## src/rtl/serial_sum_deserializer_if.sv

```systemverilog
// rtl/serial_sum_deserializer_if.sv - serial sum stream and parallel result handshake bundle
//
// Purpose: groups the serial input side (start, bit_in, bit_valid, carry_in)
// and the parallel result side (sum_out, carry_out, out_valid, out_ready,
// busy, overrun) of the bit-serial sum deserializer.
//   master : serial adder / downstream consumer side (drives stream, ready)
//   slave  : deserializer side (drives result, status)
interface serial_sum_deserializer_if #(
  parameter int WIDTH = 8
);
  logic             start;
  logic             bit_in;
  logic             bit_valid;
  logic             carry_in;
  logic [WIDTH-1:0] sum_out;
  logic             carry_out;
  logic             out_valid;
  logic             out_ready;
  logic             busy;
  logic             overrun;

  modport master (
    output start, bit_in, bit_valid, carry_in, out_ready,
    input  sum_out, carry_out, out_valid, busy, overrun
  );

  modport slave (
    input  start, bit_in, bit_valid, carry_in, out_ready,
    output sum_out, carry_out, out_valid, busy, overrun
  );
endinterface

```

## src/rtl/serial_sum_deserializer.sv

```systemverilog
// rtl/serial_sum_deserializer.sv - LSB-first serial sum plus final carry to parallel result
//
// Purpose: receive end of the bit-serial adder. Shifts in WIDTH sum bits
// (LSB first, only on bit_valid cycles), captures the final carry with the
// last bit, and holds the result on a valid/ready handshake.
// Ports:
//   i_clk    rising-edge clock
//   i_rst_n  asynchronous active-low reset
//   bus      slave modport: start, bit_in, bit_valid, carry_in, out_ready in;
//            sum_out, carry_out, out_valid, busy, overrun out
module serial_sum_deserializer #(
  parameter int WIDTH = 8
) (
  input  logic                    i_clk,
  input  logic                    i_rst_n,
  serial_sum_deserializer_if.slave bus
);

  localparam int CW = (WIDTH > 1) ? $clog2(WIDTH) : 1;
  localparam logic [CW-1:0] LAST_IDX = CW'(WIDTH - 1);

  typedef enum logic [1:0] {
    IDLE    = 2'd0,
    COLLECT = 2'd1,
    HOLD    = 2'd2
  } state_t;

  state_t           r_state;
  logic [CW-1:0]    r_cnt;
  logic [WIDTH-1:0] r_shreg;
  logic [WIDTH-1:0] r_sum;
  logic             r_carry;
  logic             r_valid;
  logic             r_overrun;

  state_t           w_state_nxt;
  logic [CW-1:0]    w_cnt_nxt;
  logic [WIDTH-1:0] w_shreg_nxt;
  logic [WIDTH-1:0] w_sum_nxt;
  logic             w_carry_nxt;
  logic             w_valid_nxt;
  logic             w_overrun_nxt;
  logic [WIDTH-1:0] w_shifted;
  logic             w_handshake;

  assign w_shifted   = {bus.bit_in, r_shreg[WIDTH-1:1]};
  assign w_handshake = r_valid & bus.out_ready;

  always_ff @(posedge i_clk or negedge i_rst_n) begin
    if (!i_rst_n) begin
      r_state   <= IDLE;
      r_cnt     <= '0;
      r_shreg   <= '0;
      r_sum     <= '0;
      r_carry   <= 1'b0;
      r_valid   <= 1'b0;
      r_overrun <= 1'b0;
    end else begin
      r_state   <= w_state_nxt;
      r_cnt     <= w_cnt_nxt;
      r_shreg   <= w_shreg_nxt;
      r_sum     <= w_sum_nxt;
      r_carry   <= w_carry_nxt;
      r_valid   <= w_valid_nxt;
      r_overrun <= w_overrun_nxt;
    end
  end

  always_comb begin
    w_state_nxt   = r_state;
    w_cnt_nxt     = r_cnt;
    w_shreg_nxt   = r_shreg;
    w_sum_nxt     = r_sum;
    w_carry_nxt   = r_carry;
    w_valid_nxt   = r_valid;
    w_overrun_nxt = r_overrun;

    unique case (r_state)
      IDLE: begin
        // Stray bits while idle are not an error; only start matters.
        if (bus.start) begin
          w_state_nxt = COLLECT;
          w_cnt_nxt   = '0;
          w_shreg_nxt = '0;
        end
      end

      COLLECT: begin
        // A restart discards the partial frame, including a bit in the same cycle.
        if (bus.start) begin
          w_cnt_nxt   = '0;
          w_shreg_nxt = '0;
        end else if (bus.bit_valid) begin
          w_shreg_nxt = w_shifted;
          if (r_cnt == LAST_IDX) begin
            w_sum_nxt   = w_shifted;
            w_carry_nxt = bus.carry_in;
            w_valid_nxt = 1'b1;
            w_cnt_nxt   = '0;
            w_state_nxt = HOLD;
          end else begin
            w_cnt_nxt = r_cnt + 1'b1;
          end
        end
      end

      HOLD: begin
        if (w_handshake) begin
          w_valid_nxt = 1'b0;
          // Back-to-back frames: a start with the accept skips IDLE entirely.
          if (bus.start) begin
            w_state_nxt = COLLECT;
            w_cnt_nxt   = '0;
            w_shreg_nxt = '0;
          end else begin
            w_state_nxt = IDLE;
          end
        end else if (bus.bit_valid || bus.start) begin
          // Input arriving while the result is still unclaimed is lost.
          w_overrun_nxt = 1'b1;
        end
      end

      default: begin
        w_state_nxt = IDLE;
      end
    endcase
  end

  assign bus.sum_out   = r_sum;
  assign bus.carry_out = r_carry;
  assign bus.out_valid = r_valid;
  assign bus.busy      = (r_state != IDLE);
  assign bus.overrun   = r_overrun;

endmodule

```

## src/flat_wrapper.sv

```systemverilog
// flat-port wrapper written by rule: the top's interface ports become plain ports
module serial_sum_deserializer_flat 
#(
  parameter int WIDTH = 8
)
  (i_clk, i_rst_n, bus_start, bus_bit_in, bus_bit_valid, bus_carry_in, bus_out_ready, bus_sum_out, bus_carry_out, bus_out_valid, bus_busy, bus_overrun);
  serial_sum_deserializer_if #(.WIDTH(WIDTH)) bus_i ();
  input  logic i_clk;
  input  logic i_rst_n;
  input wire logic [$bits(bus_i.start)-1:0] bus_start;
  input wire logic [$bits(bus_i.bit_in)-1:0] bus_bit_in;
  input wire logic [$bits(bus_i.bit_valid)-1:0] bus_bit_valid;
  input wire logic [$bits(bus_i.carry_in)-1:0] bus_carry_in;
  input wire logic [$bits(bus_i.out_ready)-1:0] bus_out_ready;
  output wire logic [$bits(bus_i.sum_out)-1:0] bus_sum_out;
  output wire logic [$bits(bus_i.carry_out)-1:0] bus_carry_out;
  output wire logic [$bits(bus_i.out_valid)-1:0] bus_out_valid;
  output wire logic [$bits(bus_i.busy)-1:0] bus_busy;
  output wire logic [$bits(bus_i.overrun)-1:0] bus_overrun;
  assign bus_i.start = bus_start;
  assign bus_i.bit_in = bus_bit_in;
  assign bus_i.bit_valid = bus_bit_valid;
  assign bus_i.carry_in = bus_carry_in;
  assign bus_i.out_ready = bus_out_ready;
  assign bus_sum_out = bus_i.sum_out;
  assign bus_carry_out = bus_i.carry_out;
  assign bus_out_valid = bus_i.out_valid;
  assign bus_busy = bus_i.busy;
  assign bus_overrun = bus_i.overrun;
  serial_sum_deserializer #(.WIDTH(WIDTH)) u_core (.i_clk(i_clk), .i_rst_n(i_rst_n), .bus(bus_i));
endmodule
```

## config.mk

```make
export PLATFORM = sky130hd
export DESIGN_NAME = serial_sum_deserializer_flat
export DESIGN_NICKNAME = d
export VERILOG_FILES = /design/src/rtl/serial_sum_deserializer_if.sv /design/src/rtl/serial_sum_deserializer.sv /design/src/flat_wrapper.sv
export SDC_FILE = /design/constraint.sdc
export NUM_CORES = 1
export LEC_CHECK = 0
export ABC_AREA = 1
export BUFFER_PORTS_ARGS = -buffer_cell sky130_fd_sc_hd__buf_4
export CAP_MARGIN = 25
export CORE_MARGIN = 3
export CORE_UTILIZATION = 45
export DETAILED_ROUTE_END_ITERATION = 16
export PLACE_DENSITY = 0.68
export SYNTH_ARGS = -nofsm -noshare
export SYNTH_HDL_FRONTEND = slang
export SYNTH_SLANG_ARGS = --single-unit
```

## constraint.sdc

```tcl
create_clock -name i_clk -period 3.1 [get_ports i_clk]
set_input_delay 0.465 -clock i_clk [delete_from_list [all_inputs] [get_ports i_clk]]
set_output_delay 0.465 -clock i_clk [all_outputs]
set_load 0.02 [all_outputs]
```

* Word level (Yosys, flattened, before mapping)
Cells that the tools add are included.
Storage, ports and cells: input bits 7, flip-flop bits (word level) 24, logic and storage cells 53
Operators by class: equal/unequal tests 9, bitwise gates (word level) 3, reductions and logical operators 10, add/subtract/negate cells 1, muxes and demuxes 23
Operator list (number):
- two-way mux 8 bit | 4
- one-hot mux 8 bit (3 select lines) | 1
- two-way mux 3 bit | 5
- two-way mux 2 bit | 5
- AND reduction 5 bit | 2
- one-hot mux 3 bit (3 select lines) | 1
- inequality test 2 bit (second input constant) | 3
- one-hot mux 2 bit (3 select lines) | 1
- AND reduction 3 bit | 2
- two-way mux 1 bit | 5
- inequality test 2 x 1 -> 1 bit (second input constant) | 2
- AND reduction 4 bit | 1
- nonzero test 2 bit | 2
- adder 3 x 1 -> 3 bit (second input constant) | 1
- == test 3 bit (second input constant) | 1
- inequality test 3 bit (second input constant) | 1
- nonzero test 3 bit | 1
- == test 2 x 1 -> 1 bit (second input constant) | 1
- == test 2 bit (second input constant) | 1
- logical NOT 2 bit | 1
- NOT 1 bit | 2
- one-hot mux 1 bit (2 select lines) | 1
- AND 1 bit | 1
- logical OR 1 bit | 1

* Logic depth before layout (Yosys ltp)
depth in word-level cells 5, mapped depth 7, mapped depth without buffers 7

* Worst setup path before layout
OpenSTA, ideal clock, no wires.
kind register to register, from register u_core.r_cnt[0], to register u_core.r_cnt[0], path buffers 0, library setup time 0.065 ns, path slack 1.911 ns, arrival 1.124 ns, data required time 3.035 ns, cell stages (with the launch flop) 8, path through dfrtp_1 -> ha_1 -> ha_1 -> nor2_1 -> nand2_1 -> nor2_1 -> nand3_1 -> nand2_1
On the way: cells in the longest elaborated chain, start to end 5
Ends and longest elaborated chain:
- from (decl) | line serial_sum_deserializer.sv:29 | logic [CW-1:0] r_cnt;
- from (signal assigned) | line serial_sum_deserializer.sv:60 | r_cnt <= w_cnt_nxt;
- adder 3 x 1 -> 3 bit / == test 3 bit (equally long branches) | line serial_sum_deserializer.sv:102, serial_sum_deserializer.sv:95
- two-way mux 3 bit | line serial_sum_deserializer.sv:95 | if (r_cnt == LAST_IDX) begin
- two-way mux 3 bit | line serial_sum_deserializer.sv:93 | end else if (bus.bit_valid) begin
- two-way mux 3 bit | line serial_sum_deserializer.sv:90 | if (bus.start) begin
- one-hot mux 3 bit (3 select lines) (*) | line serial_sum_deserializer.sv:78 | unique case (r_state)
Every way passes the cells marked *; elsewhere a longest branch is shown, timed or not. The select of a mux whose other input is x is not followed. A chain may end at the register's enable or synchronous reset.

* Worst setup path in the final report
from register u_core.r_state[1], to output bus_busy
On the way: cells in the longest elaborated chain, start to end 1
Ends and longest elaborated chain:
- from (decl) | line serial_sum_deserializer.sv:28 | state_t r_state;
- from (signal assigned) | line serial_sum_deserializer.sv:59 | r_state <= w_state_nxt;
- nonzero test 2 bit | line serial_sum_deserializer.sv:133 | assign bus.busy = (r_state != IDLE);
- to (decl) | line flat_wrapper.sv:18 | output wire logic [$bits(bus_i.busy)-1:0] bus_busy;
No other way between the ends.

==> summary.md <==
| Metric | Value |
|---|---|
| Post-CTS sizing | 0 |
| GP Congestion | 0.796 |
| Reg2Reg Capture Point | u_core.bus.sum_out[7] |
| Die extent in y | 56.2 um |
| Synthesis-to-finish area growth | 14.2% |
| Layout Skew | 0.00334 ns |
| RR Startpoint | u_core.r_cnt[0] |
| Worst EP required | 2.63 ns |
| Mapped Avg Cell Area | 7.98 um2 |
| Max incr delay on CP | 0.47 ns |
| Post-synth top area share | 50.8% |
| Area contributors post-synth | dfrtp_1, nand2_1, nand3_1 |
| CTS Sinks | 23 |
| CP startpoint kind | register |
| Synth Register Bits | 23 |
| Leading area contributor after synthesis | dfrtp_1 |
| DR pass1 iterations | 4 |
| Outcome | finished clean |
| Pwr Density | 623 nW/um2 |
| RSZ-0062 raised after global routing | no |
| Detailed Route WL | 2.24 mm |
| Critical path class | reg -> out |
| Min-Delay Path Class | in -> async |
| Nets | 170 |
| I/O pin count | 19 |
| Final hold viol count | 0 |
| Post-detail-place hpwl | 1.63 mm |
| Vias in the first global route | 904 |
| Area of the core | 2300 um2 |
| Max clock buf depth | 2 |
| Commonest non-fill, non-tap cells in the layout | nand2_1, dfrtp_1, buf_4, nand3_1, nor2_1 |
| Syn Inst Count | 142 |
| Lkg Pwr | 0.000726 uW |
| Chip Width | 56.2 um |
| Vias | 968 |
| Buf+Inv Stages, Crit Path | 2 |
| DP Cell Count | 183 |
| CP max-delay cell | dfrtp_1 |
| Yosys cell types | 17 |
| Cell family with most CP delay | flip-flops |
| Clock root cell | clkbuf_4 |
| Cts bufs inserted | 3 |
| # DRC | 0 |
| Final non-filler cell total | 187 |
| N_diodes | 0 |
| Post-CTS setup buffers | 0 |
| Warnings from Yosys | 0 |
| Hold Slack | 0.0142 ns |
| # fillers | 216 |
| Num rows | 17 |
| Finish-stage setup viols | 0 |
| Layout cells sized above 1 | 18.9% |
| Antenna-violating nets left | 0 |
| Die area | 3160 um2 |
| Rel. slew slack | 72.3% |
| Grt ovf | 0 |
| CTS tree | yes |
| Fin util | 56.4% |
| Max Slew Vio Count | 0 |
| Crit path time final | 1.61 ns |
| Synthesized area | 1130 um2 |
| # H-tree levels | 1 |
| Drt wl/cell | 12.0 um |
| Largest net degree at the start of global routing | 24 |
| Max-cap violations | 0 |
| R2R setup slack | 1.71 ns |
| Sequential element share of the synthesized area | 50.8% |
| Critical Path Fanout Max | 4 |
| Fin crit share | 51.9% |
| Clk Latency, worst-skew pair | 0.31 ns |
| DR iter-0 viols | 17 |
| Syn Nets | 152 |
| Final setup TNS | 0 ns |
| Crit path DAT | 1.14 ns |
| Hold Buf Count CTS | 0 |
| Register clock-pin slew on the reported worst setup and hold paths | 0.13 ns |
| Starting density of the core | 49.3% |
| Crit-path cells | inv_1, nand2_1, buf_4 |
| Highest Clock Rate | 621 MHz |
| Total global-route track usage | 15.0% |
| Most common cell after layout, fill and taps aside | nand2_1 |
| Initial antenna violation count | 0 |
| Vias per std cell | 5.18 |
| R2R depth | 6 |
| First-pass GRT wire length | 3.88 mm |
| Slew @ Worst Pin | 0.414 ns |
| Endpoint class of the critical path | primary output |
| Peak supply drop | 368 uV |
| Port Buf Inserts | 18 |
-- state kept, by name, indices dropped and copies added (netlist names) --
name and cells:
u_core.bus.sum_out 8, u_core.bus.overrun 1, u_core.r_cnt 3, u_core.r_state 2, u_core.r_shreg 7, u_core.bus.out_valid 1
u_core.bus.carry_out 1
-- worst max-delay path by stage --
| stage | startpoint | cells past startpoint | endpoint |
|---|---|---|---|
| 6_report | u_core.r_state[1] | 3 | bus_busy |
| 5_1_grt | u_core.r_state[1] | 3 | bus_busy |
| 4_1_cts | u_core.r_state[1] | 3 | bus_busy |
| 3_5_place_dp | bus_start | 7 | u_core.r_state[0] |
| 3_3_place_gp | bus_start | 7 | u_core.r_state[0] |
| 2_1_floorplan | u_core.r_cnt[0] | 7 | u_core.r_cnt[0] |
-- kinds of logic after synthesis --
family                     after synthesis  share of synthesized area, %
AOI/OAI and AO/OA                       11                          5.08
adders and majority gates                3                          3.31
buffers and inverters                   11                          5.19
DFF                                     23                          50.8
and+or+nand+nor                         94                          35.7
-- cells in the mapped netlist --
cell      instances
nor2_4            2
nand2_2           3
nor2_1           11
nand4_1           2
inv_1             4
dfrtp_1          23
o21ai_0           1
o21bai_1          1
buf_2             2
nand3_1          14
nand3_2           1
clkbuf_1          1
ha_1              3
nand2_1          61
inv_2             2
o21ai_1           9
buf_6             2
-- per-stage QoR --
stage | cell area [um2] | worst slack, ns | power [uW]
after global placement | 1270 | 1.57 | 661
after detailed placement | 1270 | 1.54 | 669
final | 1290 | 1.49 | 807
after floorplan | 1130 | 1.91 | 593
after CTS | 1290 | 1.49 | 808
after global routing | 1290 | 1.41 | 856
-- power breakdown --
group	switching [uW]	internal, uW
logic	202	88.9
registers	35.5	339
clock network	93.3	48.2
-- routing by layer --
| metal | wire [um] | GRT usage (%) |
|---|---|---|
| met2 | 1040 | 24.4 |
| met3 | 77 | 2.09 |
| met5 | 0 | 0 |
| met4 | 21 | 4.75 |
| met1 | 1100 | 20.6 |
-- cell type report --
class / instances / area (um2) / share of cell area [%]
Sequential cell: 23 / 576 / 44.4
Multi-Input combinational cell: 108 / 499 / 38.6
Timing Repair Buffer: 18 / 135 / 10.4
Tap cell: 28 / 35.0 / 2.71
Clock buffer: 3 / 22.5 / 1.74
Inverter: 6 / 22.5 / 1.74
Clock inverter: 1 / 5.00 / 0.386
Note: power is estimated with default switching activity, not from simulation.
